`src/rtl/rob_pkg.sv`:
```
// Shared reorder-buffer types and default sizing, also used by the reservation
// stations and the CDB interface.
package rob_pkg;

    localparam int ROB_DEPTH = 8;
    localparam int TAG_W     = $clog2(ROB_DEPTH);
    localparam int PREG_W    = 6;
    localparam int DATA_W    = 32;

    typedef logic [TAG_W-1:0] rob_tag_t;
    // Pointer carries one extra wrap bit above the index.
    typedef logic [TAG_W:0]   rob_ptr_t;

    typedef struct packed {
        logic              busy;
        logic              done;
        logic              has_dest;
        logic [PREG_W-1:0] preg;
        logic [DATA_W-1:0] data;
    } rob_entry_t;

endpackage

```
`src/rtl/reorder_buffer.sv`:
```
// In-order retirement buffer: allocates tags at dispatch, captures CDB results,
// and retires completed entries one per cycle in program order.
module reorder_buffer #(
    parameter int ROB_DEPTH = rob_pkg::ROB_DEPTH,
    parameter int TAG_W     = $clog2(ROB_DEPTH),
    parameter int PREG_W    = rob_pkg::PREG_W,
    parameter int DATA_W    = rob_pkg::DATA_W
) (
    input  logic              clk,
    input  logic              rst_n,
    input  logic              alloc_valid,
    output logic              alloc_ready,
    input  logic              alloc_has_dest,
    input  logic [PREG_W-1:0] alloc_preg,
    output logic [TAG_W-1:0]  alloc_tag,
    input  logic              cdb_valid,
    input  logic [TAG_W-1:0]  cdb_tag,
    input  logic [DATA_W-1:0] cdb_data,
    input  logic              flush,
    output logic              commit_valid,
    output logic              reg_wr_en,
    output logic [PREG_W-1:0] reg_wr_addr,
    output logic [DATA_W-1:0] reg_wr_data,
    output logic [TAG_W:0]    count
);

    typedef struct packed {
        logic              busy;
        logic              done;
        logic              has_dest;
        logic [PREG_W-1:0] preg;
        logic [DATA_W-1:0] data;
    } entry_t;

    localparam logic [TAG_W:0] DEPTH_CNT = (TAG_W+1)'(ROB_DEPTH);

    logic [TAG_W:0]   head;
    logic [TAG_W:0]   tail;
    entry_t           entries [ROB_DEPTH];

    logic [TAG_W-1:0] head_idx;
    logic [TAG_W-1:0] tail_idx;
    logic             alloc_fire;
    logic             cdb_hit;
    logic             commit_fire;

    assign head_idx    = head[TAG_W-1:0];
    assign tail_idx    = tail[TAG_W-1:0];
    assign count       = tail - head;
    // Readiness comes from registered pointers only, so a same-cycle commit
    // never frees a slot for a same-cycle allocation.
    assign alloc_ready = (count < DEPTH_CNT);
    assign alloc_tag   = tail_idx;
    assign alloc_fire  = alloc_valid & alloc_ready;
    assign cdb_hit     = cdb_valid & entries[cdb_tag].busy;
    assign commit_fire = entries[head_idx].busy & entries[head_idx].done;

    always_ff @(posedge clk) begin
        if (!rst_n || flush) begin
            head         <= '0;
            tail         <= '0;
            commit_valid <= 1'b0;
            reg_wr_en    <= 1'b0;
            reg_wr_addr  <= '0;
            reg_wr_data  <= '0;
            // NOTE: only the control bits are cleared; preg/data are qualified
            // by busy/done, so the payload storage needs no reset.
            for (int i = 0; i < ROB_DEPTH; i++) begin
                entries[i].busy <= 1'b0;
                entries[i].done <= 1'b0;
            end
        end else begin
            if (cdb_hit) begin
                entries[cdb_tag].data <= cdb_data;
                entries[cdb_tag].done <= 1'b1;
            end

            if (commit_fire) begin
                entries[head_idx].busy <= 1'b0;
                head                   <= head + 1'b1;
            end

            // The tail slot is never busy when allocation is allowed, so it
            // cannot collide with the CDB or commit writes above.
            if (alloc_fire) begin
                entries[tail_idx].busy     <= 1'b1;
                entries[tail_idx].done     <= 1'b0;
                entries[tail_idx].has_dest <= alloc_has_dest;
                entries[tail_idx].preg     <= alloc_preg;
                tail                       <= tail + 1'b1;
            end

            commit_valid <= commit_fire;
            reg_wr_en    <= commit_fire & entries[head_idx].has_dest;
            reg_wr_addr  <= commit_fire ? entries[head_idx].preg : '0;
            reg_wr_data  <= commit_fire ? entries[head_idx].data : '0;
        end
    end

endmodule

```
`config.mk`:
```
export PLATFORM = sky130hd
export DESIGN_NAME = reorder_buffer
export DESIGN_NICKNAME = d
export VERILOG_FILES = /design/src/rtl/rob_pkg.sv /design/src/rtl/reorder_buffer.sv
export SDC_FILE = /design/constraint.sdc
export NUM_CORES = 1
export LEC_CHECK = 0
export BUFFER_PORTS_ARGS = -buffer_cell sky130_fd_sc_hd__buf_2
export CORE_MARGIN = 1
export CORE_UTILIZATION = 54
export DETAILED_ROUTE_END_ITERATION = 8
export PLACE_DENSITY = 0.78
export REMOVE_ABC_BUFFERS = 1
export SLEW_MARGIN = 10
export SYNTH_ARGS = -nofsm -noshare
export SYNTH_HDL_FRONTEND = slang
export SYNTH_SLANG_ARGS = --single-unit
```
`constraint.sdc`:
```
create_clock -name clk -period 4.1 [get_ports clk]
set_clock_uncertainty 0.1 [all_clocks]
set_input_delay 0.615 -clock clk [delete_from_list [all_inputs] [get_ports clk]]
set_output_delay 0.615 -clock clk [all_outputs]
set_load 0.02 [all_outputs]
```
Word level (Yosys, flattened, before mapping)
Memories as Yosys holds them, arrays and structs flattened. A register that Yosys moved wholly into a read port is not among the register bits.
Index checks and enable logic that the tools add are counted.

storage, ports and cells
  flip-flop bits (word level) = 48
  memories = 1
  bits in writable memories = 328
  input bits = 47

memory list
  name     depth  width  rd ports  clocked after memory_dff  write ports  RTL line              source
  entries  8      41     2         1                         8            reorder_buffer.sv:39  entry_t entries [ROB_DEPTH];

cells by class
  reduce and logical (&&, ||, !) cells = 6
  order comparisons = 1
  bitwise gates (word level) = 5
  add/subtract/negate cells = 3
  multiplexer cells = 22

operators by type and width
  cell                                                            count
  41-bit two-way mux                                              3
  41-bit OR reduction                                             3
  3-bit two-way mux                                               7
  1-bit two-way mux                                               11
  4-bit by 1-bit adder with 4-bit output (second input constant)  2
  1-bit bitwise AND                                               4
  4-bit less-than comparator (second input constant)              1
  4-bit two-way mux                                               1
  4-bit subtractor                                                1
  2-bit OR reduction                                              1
  1-bit logical NOT                                               1
  1-bit logical OR                                                1
  1-bit NOT                                                       1

Logic depth before layout (Yosys ltp)
  word-level depth = 8
  depth in mapped cells = 9

Worst setup path after synthesis
No wires, ideal clock.

  path type = input-to-reg
  start = in cdb_tag[2]
  end = mem entries[0][0] (netlist name), enable pin
  arrival time = 3622 ps
  stages on the path = 5
  required time = 3539 ps
  slack = -83 ps
  library setup time = 461 ps
  path through = buf_2 nor3b_1 o21ai_0 a211o_1 nor3_1

RTL lines
  element      RTL line              source
  from (decl)  reorder_buffer.sv:17  input logic [TAG_W-1:0] cdb_tag,
  to (decl)    reorder_buffer.sv:39

Worst setup path after layout
  start = reg head[2]
  end = out count[3]

between the ends
  cells in the longest elaborated chain, start to end = 1

RTL lines
  element                 RTL line              source
  from (decl)             reorder_buffer.sv:37  logic [TAG_W:0] head;
  from (signal assigned)  reorder_buffer.sv:80  head <= head + 1'b1;
  4-bit subtractor        reorder_buffer.sv:49  assign count = tail - head;
  to (decl)               reorder_buffer.sv:24  output logic [TAG_W:0] count

No other way between the ends.

==> results_tabular.tex <==
\begin{tabular}{lr}
\hline
Metric & Value \\
\hline
\multicolumn{2}{l}{\textbf{Run status}} \\
\quad Status & finished clean \\
\multicolumn{2}{l}{\textbf{CTS}} \\
\quad Clock tree from TritonCTS & built \\
\quad Post-CTS setup buffer count & 0 \\
\quad Number of sinks on the clock net & 379 \\
\quad Maximum level of the CTS H-tree & 2 \\
\quad Number of CTS-inserted buffers & 37 \\
\quad Max Root-Sink Buffers & 3 \\
\quad Post-cts repair resize count & 0 \\
\quad Clk Tree Root Cell & sky130\_fd\_sc\_hd\_\_clkbuf\_16 \\
\quad Worst-path clk slew & $\sim$0.060 ns \\
\quad Cts hold-fix bufs & 0 \\
\quad Clk Latency, worst-skew pair & approximately 0.5 ns \\
\multicolumn{2}{l}{\textbf{Yosys}} \\
\quad Async set-or-reset flop fraction in the synthesized netlist & 0\% \\
\quad Top area cells in the synthesized netlist & sky130\_fd\_sc\_hd\_\_edfxtp\_1 (67\%), sky130\_fd\_sc\_hd\_\_mux4\_2 (13\%), sky130\_fd\_sc\_hd\_\_dfxtp\_1 (9.6\%) \\
\quad Count of flip-flops with a built-in enable after synthesis & between 300 and 400 \\
\quad Main combinational cell family by area after synthesis & multiplexers \\
\quad Number of register bits inferred by synthesis & about 380 \\
\quad Distinct cells, synth & 48 \\
\quad Multiplexer share of the synthesized area & 15.6\% \\
\quad Post-synthesis compound-gate area fraction & around 1.8\% \\
\quad Adder and majority cell fraction of the synthesized area & less than 1\% \\
\quad Cell type with the largest total area after synthesis & sky130\_fd\_sc\_hd\_\_edfxtp\_1 \\
\quad Synthesized instance count & $\sim$700 \\
\quad Count of warnings emitted by yosys & 0 \\
\quad Post-synthesis share of cell area spent on xor and xnor gates & less than 1\% \\
\quad Most frequently used flop master after synthesis & sky130\_fd\_sc\_hd\_\_edfxtp\_1 \\
\quad Mapped Area & between 10000 and 15000 um\^{}2 \\
\quad Average cell area after synthesis & between 20 and 25 um\^{}2 \\
\quad Part of the Yosys area used for sequential elements & between 70\% and 80\% \\
\quad Post-synth top area share & between 60\% and 70\% \\
\quad Synth Area in Simple Gates & about 3.8\% \\
\multicolumn{2}{l}{\textbf{Final layout}} \\
\quad Final layout net count & roughly 870 \\
\quad Share of final-layout standard cells stronger than drive strength 1 & 32.3\% \\
\quad Area growth from synthesis to layout & 15.1\% \\
\quad Non-filler cells in the finished layout & around 1200 \\
\multicolumn{2}{l}{\textbf{Power}} \\
\quad Tot Pwr & $\sim$7.6 mW \\
\quad Cell area power density & about 470 nW/um\^{}2 \\
\quad Switch Pwr & between 1 and 1.5 mW \\
\quad Worst IR drop on VDD & 0.362 mV \\
\quad Leak Pwr & 5.34 nW \\
\quad Sequential share of power & between 50 and 60\% \\
\quad Relative contribution of the clock network to total power & between 40\% and 50\% \\
\quad Share of total power consumed by net switching & a little under a fifth \\
\quad Internal power & around 6.2 mW \\
\quad Combinational group share of total power & between 1 and 1.5\% \\
\multicolumn{2}{l}{\textbf{Place}} \\
\quad Placed cell count & 1110 \\
\quad \# port buffers & 94 \\
\quad Final Wtd Congestion & $\sim$0.87 \\
\quad Final HPWL DP & approximately 15 mm \\
\quad Worst setup slack before clock tree synthesis & around 1 ns \\
\multicolumn{2}{l}{\textbf{Global routing}} \\
\quad Met3 GRT Util & 4.01\% \\
\quad Global-route wire length before repair & a little over 40 mm \\
\quad Vias in the first global route & between 7000 and 8000 \\
\quad Met2 Use GR & 34.1\% \\
\quad Antenna violations before repair & 2 \\
\quad Aggregate global-route resource usage & between 20\% and 30\% \\
\quad Gr ovfl total & 0 \\
\quad Pin count of the biggest net entering global routing & 79 \\
\quad Layer carrying the most global-route usage & met2 \\
\quad GRT met1 Usage & between 20\% and 30\% \\
\multicolumn{2}{l}{\textbf{Floorplanning}} \\
\quad Total number of placement rows & between 50 and 60 \\
\quad Chip width & 163 um \\
\quad Floorplan die height & 163 um \\
\quad I/O pin count & between 90 and 100 \\
\quad Die outline area & roughly 27000 um\^{}2 \\
\quad Area of the placeable core & 25300 um\^{}2 \\
\quad Effective utilization at floorplan & 55.5\% \\
\multicolumn{2}{l}{\textbf{Setup path}} \\
\quad Number of cell instances on the worst register-to-register path & 5 \\
\quad Critical path endpoint category & output pin \\
\quad CP Buf/Inv Count & 3 \\
\quad Library cell contributing the largest single delay on the critical path & sky130\_fd\_sc\_hd\_\_dfxtp\_1 \\
\quad Critical Setup Path Class & flip-flop to output pin \\
\quad Reg-to-reg endpoint & entries[6][22] \\
\quad Arrival time reported for the critical path endpoint & roughly 2.3 ns \\
\quad Max incr delay on CP & 0.39 ns \\
\quad Cells along the critical path & inv\_1 -> ha\_1 -> a21oi\_1 -> nand2\_1 -> xor2\_2 -> inv\_2 -> buf\_2 \\
\quad FF-to-FF Start & entries[2][40] \\
\quad CP top delay family & buffers and inverters \\
\quad Crit path launch type & flip-flop \\
\quad Reg2reg setup slack & $\sim$1.2 ns \\
\quad Data required, critical path & between 3 and 4 ns \\
\quad Maximum net fanout on the critical path & 13 \\
\multicolumn{2}{l}{\textbf{Timing}} \\
\quad Number of setup violations in the final report & 0 \\
\quad Maximum clock frequency & about 330 MHz \\
\quad Share of the cycle needed by the critical path after routing & between 70\% and 80\% \\
\quad Final critical delay including setup and external delays & 3.04 ns \\
\quad Worst setup slack after layout & about 1.1 ns \\
\quad Worst rel slew slack & between 20\% and 30\% \\
\quad Final Max Tran Viols & 0 \\
\quad Setup repair after global routing missed its margin & false \\
\quad Actual transition at the worst max-transition pin & between 1 and 1.5 ns \\
\quad Fin. Hold Viols & 0 \\
\multicolumn{2}{l}{\textbf{Route}} \\
\quad DRT antenna net count & 0 \\
\quad Routed wire length per instance & about 22 um \\
\quad Total routed wirelength & around 26 mm \\
\quad Drt pass-1 iters & 5 \\
\quad Total via count in the routed design & 6922 \\
\quad Post-route DRC violation count & 0 \\
\quad Starting DRT DRC Count & 660 \\
\quad Routed via count divided by cell count & $\sim$5.9 \\
\multicolumn{2}{l}{\textbf{Job}} \\
\quad MaxCap Viol Count & 0 \\
\multicolumn{2}{l}{\textbf{Min path}} \\
\quad Min-Delay Startpoint & cdb\_data[3] \\
\quad Worst Hold End & entries[6][3] \\
\quad Number of instances on the worst hold path & 1 \\
\quad Tightest Hold Check Type & primary input to flip-flop \\
\hline
\end{tabular}
-- power by group through the flow --
stage | combinational (mW) | clock (mW) | sequential, mW
after floorplan | 0.0189 | 0 | 4.25
after global placement | 0.0801 | 0 | 4.25
after detailed placement | 0.0893 | 0 | 4.25
after CTS | 0.0891 | 3.38 | 4.16
after global routing | 0.0983 | 3.53 | 4.16
final | 0.0903 | 3.33 | 4.16
-- synth_stat cells, types with 2 or more instances --
cell	number
sky130_fd_sc_hd__clkbuf_1	14
sky130_fd_sc_hd__a31o_2	7
sky130_fd_sc_hd__buf_1	3
sky130_fd_sc_hd__xor2_1	2
sky130_fd_sc_hd__a22oi_1	2
sky130_fd_sc_hd__nor2b_1	2
sky130_fd_sc_hd__nor3_1	6
sky130_fd_sc_hd__nand3_1	11
sky130_fd_sc_hd__dfxtp_1	67
sky130_fd_sc_hd__nand2_1	11
sky130_fd_sc_hd__nor3_2	2
sky130_fd_sc_hd__ha_1	5
sky130_fd_sc_hd__or3_1	2
sky130_fd_sc_hd__mux4_2	79
sky130_fd_sc_hd__nor4_1	2
sky130_fd_sc_hd__buf_2	13
sky130_fd_sc_hd__a21oi_1	8
sky130_fd_sc_hd__o21ai_0	3
sky130_fd_sc_hd__mux2i_1	40
sky130_fd_sc_hd__and3_1	7
sky130_fd_sc_hd__inv_1	7
sky130_fd_sc_hd__nand4b_1	2
sky130_fd_sc_hd__a32oi_1	2
sky130_fd_sc_hd__nand2b_1	4
sky130_fd_sc_hd__o21ai_1	4
sky130_fd_sc_hd__a211o_1	2
sky130_fd_sc_hd__edfxtp_1	312
sky130_fd_sc_hd__buf_4	7
sky130_fd_sc_hd__nor2_1	51
sky130_fd_sc_hd__nand4_1	6
sky130_fd_sc_hd__buf_6	2
-- layout by cell type, fill, tap and decap left out, types with 6 or more instances in the layout --
cell                        Yosys  final
sky130_fd_sc_hd__mux2i_1       40     40
sky130_fd_sc_hd__a21oi_1        8      8
sky130_fd_sc_hd__a31o_2         7      7
sky130_fd_sc_hd__inv_1          7      7
sky130_fd_sc_hd__nand2_1       11     10
sky130_fd_sc_hd__nor2_1        51     50
sky130_fd_sc_hd__buf_4          7     21
sky130_fd_sc_hd__nand3_1       11     11
sky130_fd_sc_hd__clkbuf_16      0     38
sky130_fd_sc_hd__edfxtp_1     312    312
sky130_fd_sc_hd__dfxtp_1       67     64
sky130_fd_sc_hd__clkinv_1       0     10
sky130_fd_sc_hd__nand4_1        6      6
sky130_fd_sc_hd__mux4_2        79     79
sky130_fd_sc_hd__clkinv_2       0      6
sky130_fd_sc_hd__buf_2         13     94
-- kinds of logic after synthesis --
family                     after synthesis
xor gates and xnor gates                 4
DFF                                    379
buffers and inverters                   47
and+or+nand+nor                        110
adders and majority gates                6
muxes                                  120
AOI/OAI and AO/OA                       36
-- how the worst max path moves through the flow --
| stage | start | end | slack [ns] | cells after the start |
|---|---|---|---|---|
| 2_1_floorplan | flip-flop | reg_wr_addr[0] | -1.13 | 4 |
| 3_3_place_gp | cdb_tag[2] | entries[2][23] | 1.10 | 6 |
| 3_5_place_dp | cdb_tag[2] | entries[2][1] | 0.99 | 6 |
| 4_1_cts | head[2] | count[3] | 1.10 | 7 |
| 5_1_grt | head[2] | count[3] | 0.97 | 7 |
| 6_report | head[2] | count[3] | 1.06 | 7 |
-- final cells by class --
| type | count | area, um^2 |
|---|---|---|
| sequential | 379 | 10700 |
| antenna | 1 | 2.50 |
| clock inverter | 22 | 211 |
| multi-input combinational | 276 | 3130 |
| fill | 1675 | 9160 |
| inverter | 8 | 30.0 |
| timing repair buffer | 117 | 668 |
| tap | 330 | 413 |
| clock buffer | 45 | 997 |
-- layer usage --
metal / vias up / share of wire [%]
li1: 3052 / -
met1: 3505 / 41
met2: 299 / 49
met3: 64 / 7.5
met4: 2 / 2.2
met5: - / 0.042
-- sequential cells by signal, indices dropped and copies added (netlist names), named ones only --
| signal | flops |
|---|---|
| commit_valid | 1 |
| head | 4 |
| reg_wr_addr | 6 |
| entries | 328 |
| reg_wr_en | 1 |
| reg_wr_data | 32 |
| tail | 4 |
-- per-stage QoR --
step	utilization, %	hold slack, ns	setup TNS [ns]	cell area, um^2
6_report	63.8	0.266	0	16200
5_1_grt	63.8	0.256	0	16200
4_1_cts	63.8	0.235	0	16200
3_5_place_dp	59.1	0.385	0	15000
3_3_place_gp	59.1	0.379	0	15000
2_1_floorplan	-	0.354	-93.25	13800
(Power assumes the default switching activity.)
